$ cat config.mk
export PLATFORM = sky130hd
export DESIGN_NAME = writeback_buffer
export DESIGN_NICKNAME = d
export VERILOG_FILES = /design/src/rtl/writeback_buffer.sv
export SDC_FILE = /design/constraint.sdc
export NUM_CORES = 1
export LEC_CHECK = 0
export BUFFER_PORTS_ARGS = -buffer_cell sky130_fd_sc_hd__buf_4
export CAP_MARGIN = 10
export CORE_ASPECT_RATIO = 1.25
export CORE_MARGIN = 4
export CORE_UTILIZATION = 32
export DETAILED_ROUTE_END_ITERATION = 12
export GPL_ROUTABILITY_DRIVEN = 0
export PLACE_DENSITY = 0.47
export SETUP_SLACK_MARGIN = 0.02
export SYNTH_ARGS = -nofsm -noshare
export SYNTH_HDL_FRONTEND = slang
export SYNTH_SLANG_ARGS = --single-unit
$ cat constraint.sdc
create_clock -name clk -period 3.3 [get_ports clk]
set_input_delay 0.33 -clock clk [delete_from_list [all_inputs] [get_ports clk]]
set_output_delay 0.33 -clock clk [all_outputs]
set_load 0.05 [all_outputs]
$ cat src/rtl/writeback_buffer.sv
// rtl/writeback_buffer.sv - register-file write-back FIFO with read-port forwarding
module writeback_buffer #(
  parameter int DEPTH = 4,
  parameter int DW    = 16,
  parameter int AW    = 4,
  localparam int PW   = $clog2(DEPTH),
  localparam int CW   = $clog2(DEPTH + 1)
) (
  input  logic          clk,
  input  logic          reset_n,
  input  logic          wb_valid,
  input  logic [AW-1:0] wb_reg,
  input  logic [DW-1:0] wb_data,
  output logic          wb_ready,
  input  logic          hold,
  output logic          rf_WE,
  output logic [AW-1:0] rf_WriteReg,
  output logic [DW-1:0] rf_WriteData,
  input  logic [AW-1:0] AReg,
  input  logic [AW-1:0] BReg,
  input  logic [DW-1:0] rf_Aout,
  input  logic [DW-1:0] rf_Bout,
  output logic [DW-1:0] Aout,
  output logic [DW-1:0] Bout,
  output logic [CW-1:0] count,
  output logic          empty
);

  localparam logic [CW-1:0] FULL_CNT = CW'(DEPTH);

  logic [AW-1:0] reg_q  [DEPTH];
  logic [DW-1:0] data_q [DEPTH];
  logic [PW-1:0] wr_ptr_q, wr_ptr_d;
  logic [PW-1:0] rd_ptr_q, rd_ptr_d;
  logic [CW-1:0] count_q, count_d;
  logic          push;
  logic          pop;

  // A full buffer refuses pushes even when it drains in the same cycle.
  assign wb_ready = reset_n & (count_q != FULL_CNT);
  assign empty    = (count_q == '0);
  assign count    = count_q;

  assign rf_WE        = reset_n & ~empty & ~hold;
  assign rf_WriteReg  = reg_q[rd_ptr_q];
  assign rf_WriteData = data_q[rd_ptr_q];

  assign push = wb_valid & wb_ready;
  assign pop  = rf_WE;

  always_comb begin
    wr_ptr_d = wr_ptr_q;
    rd_ptr_d = rd_ptr_q;
    count_d  = count_q;
    if (push) begin
      wr_ptr_d = wr_ptr_q + PW'(1);
    end
    if (pop) begin
      rd_ptr_d = rd_ptr_q + PW'(1);
    end
    case ({push, pop})
      2'b10:   count_d = count_q + CW'(1);
      2'b01:   count_d = count_q - CW'(1);
      default: count_d = count_q;
    endcase
  end

  always_ff @(posedge clk) begin
    if (!reset_n) begin
      wr_ptr_q <= '0;
      rd_ptr_q <= '0;
      count_q  <= '0;
    end else begin
      wr_ptr_q <= wr_ptr_d;
      rd_ptr_q <= rd_ptr_d;
      count_q  <= count_d;
    end
  end

  // Entry storage is never cleared; validity is tracked by count and pointers.
  always_ff @(posedge clk) begin
    if (push) begin
      reg_q[wr_ptr_q]  <= wb_reg;
      data_q[wr_ptr_q] <= wb_data;
    end
  end

  // Walk oldest to youngest so the youngest matching entry wins.
  always_comb begin
    logic [PW-1:0] idx;
    Aout = rf_Aout;
    Bout = rf_Bout;
    idx  = '0;
    for (int i = 0; i < DEPTH; i++) begin
      idx = rd_ptr_q + PW'(i);
      if (CW'(i) < count_q) begin
        if (reg_q[idx] == AReg) begin
          Aout = data_q[idx];
        end
        if (reg_q[idx] == BReg) begin
          Bout = data_q[idx];
        end
      end
    end
  end

endmodule

==> results of run 1 <==
## registers in the layout, summed over array words and instances, names as in the netlist, named ones only
signal	cells
count	3
data_q	64
wr_ptr_q	2
rd_ptr_q	2
reg_q	16
## worst max-delay path: cells and delay by family, from the launching register on
kind | cells | cell delay (ns)
multiplexers | 1 | 0.57
AND/OR/NAND/NOR | 2 | 0.50
flip-flops | 1 | 0.42
XOR/XNOR | 1 | 0.21
buffers and inverters | 2 | 0.43
AO/OA/AOI/OAI | 2 | 0.35
## report_power, final
| part | switching, mW | internal [mW] |
|---|---|---|
| combinational | 0.824 | 0.460 |
| clock | 0.418 | 0.585 |
| sequential | 0.0443 | 1.27 |
## layout by cell type, fill, tap and decap left out, drive strengths merged
| master | instances |
|---|---|
| xor2 | 1 |
| nand2 | 26 |
| inv | 21 |
| bufinv | 1 |
| a21oi | 64 |
| dfxtp | 9 |
| a21o | 33 |
| a22o | 32 |
| clkinv | 3 |
| o211ai | 32 |
| o21bai | 3 |
| buf | 159 |
| or2 | 4 |
| nand2b | 2 |
| nor3 | 5 |
| and4 | 2 |
| nor2b | 1 |
| nand3 | 6 |
| o21ai | 51 |
| mux2i | 83 |
| xnor2 | 32 |
| or3 | 2 |
| nor2 | 38 |
| ha | 9 |
| mux2 | 32 |
| edfxtp | 80 |
| mux4 | 16 |
| clkinvlp | 3 |
| and2 | 8 |
| and3 | 6 |
| clkbuf | 9 |
| a21boi | 2 |
## logic make-up (layout without fill, tap and decap cells)
logic type | Yosys count | after routing | share of synthesized area (%)
compound gates | 217 | 217 | 21.53
xor+xnor | 33 | 33 | 4.568
fa+ha+maj | 9 | 9 | 1.612
buf+inv | 75 | 196 | 5.733
flops | 89 | 89 | 36.98
mux | 131 | 131 | 22.32
simple gates | 100 | 100 | 7.256
## routing by layer
metal / GRT usage (%) / vias to the layer above / wire length [µm]
met5: 0 / - / 0
met4: 5.897 / 0 / 484
met3: 3.320 / 28 / 1087
met2: 31.57 / 147 / 11380
met1: 21.87 / 2761 / 9190
li1: - / 2695 / -
## worst paths after layout
kind                     from           to  slack (ns)
hold / removal      wb_reg[2]  reg_q[3][2]        0.19
hold reg to reg   wr_ptr_q[1]  wr_ptr_q[1]        0.50
setup / recovery  reg_q[3][3]      Bout[4]        0.13
setup reg to reg     count[0]     count[2]        0.83
## timing repair
action	CTS	global route
pin swaps	2	3
gates resized for setup	4	11
setup buffers	3	3
endpoints found under the setup margin	32	30
## stage by stage
step	total power, mW	instances	instance area [µm²]
final	3.599	1054	8645
after global routing	3.761	1054	8645
after CTS	3.616	1051	8571
after global placement	2.585	1032	8232
after detailed placement	2.600	1032	8232
after floorplan	2.201	654	6984
## area by class of cell
cell class                      count  area [µm²]  area share [%]
Inverter                           21       78.83          0.9119
Clock inverter                      7       71.32          0.8250
Sequential cell                    89        2595           30.02
Multi-Input combinational cell    490        4050           46.85
Clock buffer                        9       225.2           2.605
Tap cell                          279       349.1           4.038
Timing Repair Buffer              159        1275           14.75
==> results.py, run 1 <==
metrics = {
    "logic_synthesis": {
        "synth-seq-area-share_pct": 36.98,
        "synth_fp_nets": 727,
        "synth_edf_count": 80,
        "ys_top_cells_by_count": "83 x mux2i_1, 80 x edfxtp_1, 64 x a21oi_1",
        "synth_cells": 654,
        "ys_types": 42,
        "ys.warnings.count": 0,
        "ys.flop_type": "edfxtp_1",
        "synth_area_leader_cell": "edfxtp_1",
        "synth-seq-cells": 89,
        "yosysMostFrequentCell": "mux2i_1",
        "postSynthAreaPerCell_um2": 10.68,
        "synth_top_area_share_pct": 34.40,
        "ys_async_sr_fraction_pct": 0,
        "ys_top_cells_by_area": "edfxtp_1 34%, mux2i_1 12%, mux2_1 5.2%",
        "netlist_area_um2": 6984,
    },
    "detailed_routing": {
        "wire_per_inst_um": 21.01,
        "drc": 0,
        "antenna_left": 0,
        "drtIter0Drc": 219,
        "vias_per_cell": 5.343,
        "wirelength_um": 22140,
        "dr.pass1.iters": 4,
        "vias": 5631,
    },
    "sta": {
        "tightest_slew_ns": 0.9034,
        "setup_ws_ns": 0.1303,
        "clock_skew_ns": 0.004918,
        "slew_headroom_pct": 39.77,
        "hold_ws_ns": 0.1925,
        "setup_viol": 0,
        "hold_violations": 0,
        "rsz0062_at_grt": "true",
        "maxSlewViolCount": 0,
        "fin_crit_sh_pct": 96.05,
        "fin_setup_tns_ns": 0,
        "clock.fmax_mhz": 315.5,
        "fin_crit_ns": 3.170,
    },
    "flow_run": {
        "drv_cap": 0,
    },
    "floorplan": {
        "initial_core_util_pct": 32.53,
        "rows": 60,
        "fp.dieH_um": 173.2,
        "dieArea_um2": 24270,
        "coreArea_um2": 21470,
        "boundaryPins": 122,
        "die_x_um": 140.1,
    },
    "worst_hold_path": {
        "hp-class": "in -> reg",
        "hold_depth": 1,
    },
    "clock_network": {
        "clk_path_buf_depth": 2,
        "clock_latency_ns": 0.33,
        "numCtsBuffers": 9,
        "htree_num_levels": 3,
        "cts_root_buffer": "clkbuf_16",
        "cts-hold-fix-buffers": 0,
        "cts_tree": "yes",
        "clkSlewWorstSetupHoldPaths_ns": 0.06,
        "cts_sinks": 89,
    },
    "cells_and_area": {
        "utilization_pct": 40.26,
        "area_growth_syn_to_layout_pct": 23.77,
        "nets": 843,
        "fillCellCount": 2128,
        "drive_gt1_share_pct": 30.45,
        "num_antenna_cells": 0,
    },
    "critical_path": {
        "cp_common_cell": "buf_4",
        "crit_fanout": 16,
        "cp_slowest_cell": "mux4_2",
        "cp.arrival_ns": 2.84,
        "crit_type": "reg -> out",
        "max_stage_delay_ns": 0.57,
        "cp_cell_sequence": "mux4_2 > xnor2_2 > nand3_4 > or2_1 > buf_4 > o211ai_1 > a21o_1 > buf_4",
        "startpoint_type": "flip-flop",
        "crit_path_end_kind": "output port",
        "critPathRequiredTime_ns": 2.97,
        "rr_worst_depth": 8,
    },
    "power_and_ir_drop": {
        "power_density_nw_per_um2": 416.3,
        "leakagePower_nw": 3.198,
        "peakVddDrop_mv": 0.2206,
    },
    "grt": {
        "grt_pass1_vias": 5726,
        "grt_pass1_wl_um": 34170,
        "grt_max_degree": 58,
        "overflow": 0,
        "antenna_found_initial": 0,
        "track_usage_pct": 17.90,
    },
    "placed_design": {
        "place_ws_ns": 0.1654,
        "dp_hpwl_um": 16140,
        "io_buffers": 121,
    },
    "outcome": {
        "outcome": "finished clean",
    },
}
No activity file was read; power rests on OpenSTA's default activity.
==> inputs of run 2 (changes only) <==
Settings changed: BUFFER_PORTS_ARGS -buffer_cell sky130_fd_sc_hd__buf_4 to unset, DONT_BUFFER_PORTS set to 1, PLACE_DENSITY 0.47 to 0.42.
==> run 2 against run 1 <==
  * Worst setup slack better by 0.065 ns
  * Wire length rose by 1.3%
  * Sequential power hardly changed
  * Final area shrank 9.8%
  * Combinational power is 14% lower
  * Die area is the same
  * Clock skew hardly changed
  * Count of clock-buffer cells in the layout grew 7
  * Flip-flop and latch count stayed put
  * Final cell count decreased by 9.8%
  * First-iteration DRC count increased by 40%
  * Critical path depth shrank 1
  * Largest power group unchanged
==> results.py, run 2 (synthesized netlist as in run 1, its figures left out) <==
metrics = {
    "outcome": {
        "outcome": "finished clean",
    },
    "detailed_routing": {
        "dr.pass1.iters": 4,
        "wirelength_um": 22420,
        "vias_per_cell": 5.694,
        "wire_per_inst_um": 23.57,
        "drtIter0Drc": 307,
        "vias": 5415,
        "antenna_left": 0,
        "drc": 0,
    },
    "placed_design": {
        "io_buffers": 0,
        "place_area_um2": 7381,
        "dp_hpwl_um": 16440,
    },
    "power_and_ir_drop": {
        "peakVddDrop_mv": 0.2598,
        "leakagePower_nw": 2.620,
        "power_density_nw_per_um2": 426.9,
    },
    "cells_and_area": {
        "largest_register_ffs": 64,
        "area.sequential_um2": 2592,
        "multi_input_area_um2": 4091,
        "drive_gt1_share_pct": 22.47,
        "regMostFlops": "data_q",
        "num_antenna_cells": 0,
        "area_growth_syn_to_layout_pct": 11.64,
        "final_common_cell": "mux2i_1",
        "fillCellCount": 2162,
        "nets": 740,
        "finalInstanceArea_um2": 7797,
        "layout_common_cells": "83 x mux2i_1, 80 x edfxtp_1, 64 x a21oi_1, 54 x buf_4, 35 x nor2_1",
    },
    "critical_path": {
        "crit_path_end_kind": "output port",
        "crit_fanout": 8,
        "startpoint_type": "flip-flop",
        "critPathRequiredTime_ns": 2.97,
        "cp.arrival_ns": 2.77,
        "cp_slowest_cell": "mux4_2",
        "max_stage_delay_ns": 0.59,
        "cp_cell_sequence": "mux4_2 > nor3_1 > nor2_2 > or2_1 > buf_4 > o211ai_2 > a21o_2",
        "critPathTopFamily": "simple AND/OR/NAND/NOR gates",
        "crit_type": "reg -> out",
        "crit_buf_inv": 1,
    },
    "grt": {
        "antenna_found_initial": 1,
        "overflow": 0,
        "grtUsageMet2_pct": 31.39,
        "grt_max_degree": 58,
        "track_usage_pct": 17.87,
        "use_met3_pct": 5.671,
        "grt_pass1_vias": 5592,
        "gr-usage-met1_pct": 19.58,
        "grt_pass1_wl_um": 33280,
        "busiest_layer": "met2",
    },
    "flow_run": {
        "drv_cap": 0,
    },
    "floorplan": {
        "coreArea_um2": 21470,
        "initial_core_util_pct": 32.53,
        "fp.dieH_um": 173.2,
        "rows": 60,
        "dieArea_um2": 24270,
        "boundaryPins": 122,
        "die_x_um": 140.1,
    },
    "clock_network": {
        "numCtsBuffers": 9,
        "clock_latency_ns": 0.34,
        "cts_root_buffer": "clkbuf_16",
        "htree_num_levels": 3,
        "cts_sinks": 89,
        "cts-hold-fix-buffers": 0,
        "cts_tree": "yes",
        "clk_path_buf_depth": 2,
        "clkSlewWorstSetupHoldPaths_ns": 0.06,
    },
    "sta": {
        "fin_crit_ns": 3.104,
        "setup_viol": 0,
        "rsz0062_at_grt": "false",
        "clock_skew_ns": 0.004965,
        "maxSlewViolCount": 0,
        "tightest_slew_ns": 0.6990,
        "slew_headroom_pct": 53.40,
        "clock.fmax_mhz": 322.1,
        "fin_setup_tns_ns": 0,
        "fin_crit_sh_pct": 94.07,
        "hold_violations": 0,
    },
    "worst_hold_path": {
        "hp-class": "in -> reg",
    },
}
[run 2: cell type report]
cell class	instances	share of cell area [%]
well taps	279	4.477
repair buffers	56	5.440
flip-flops and latches	89	33.25
multi-input cells	490	52.47
clock buffers	16	3.354
inverters	21	1.011
[run 2: layer usage]
layer	up-vias	wire, µm	share of wire [%]
met5	-	20	0.089
met4	2	817	3.6
met3	48	1716	7.7
met2	189	11400	51
met1	2684	8460	38
li1	2492	-	-
[run 2: stage by stage]
stage | power (mW) | setup slack [ns] | hold WS, ns | utilization (%) | std cells
floorplan | 2.201 | 0.07640 | 0.4289 | - | 654
CTS | 3.350 | 0.02123 | 0.06789 | 35.71 | 943
global route | 3.486 | 0.02994 | 0.06721 | 36.32 | 951
finish | 3.329 | 0.1956 | 0.08510 | 36.32 | 951
detailed placement | 2.413 | 0.2642 | 0.4291 | 34.38 | 927
global placement | 2.402 | 0.2985 | 0.4290 | 34.38 | 927
[run 2: final timing paths]
check                           depth (start not counted)             to   startpoint  slack (ns)
worst min register to register                          2    wr_ptr_q[1]  wr_ptr_q[1]        0.49
worst min-delay path                                    0  data_q[1][15]  wb_data[15]        0.09
worst max register to register                         10       count[2]     count[0]        0.70
worst max-delay path                                    7        Aout[6]    flip-flop        0.20
[run 2: power breakdown]
part | internal, mW | switching [mW] | total [mW]
Sequential | 1.27 | 0.0432 | 1.31
Clock | 0.533 | 0.385 | 0.918
Combinational | 0.325 | 0.773 | 1.10
Total | 2.13 | 1.20 | 3.33
[run 2: worst reg2reg max path: stages (launching register included)]
cell,delay (ns)
dfxtp_1,0.43
buf_4,0.27
inv_1,0.09
ha_1,0.22
a21boi_1,0.14
buf_4,0.24
and2_1,0.25
inv_2,0.05
ha_1,0.33
or3_1,0.38
a21boi_1,0.15
[run 2: what timing repair did]
action	4_1_cts	5_1_grt
resized for setup	19	22
hold endpoints to repair	0	0
gates cloned	0	0
buffers inserted	0	8
pin swaps	0	3
endpoints found under the setup margin	26	32
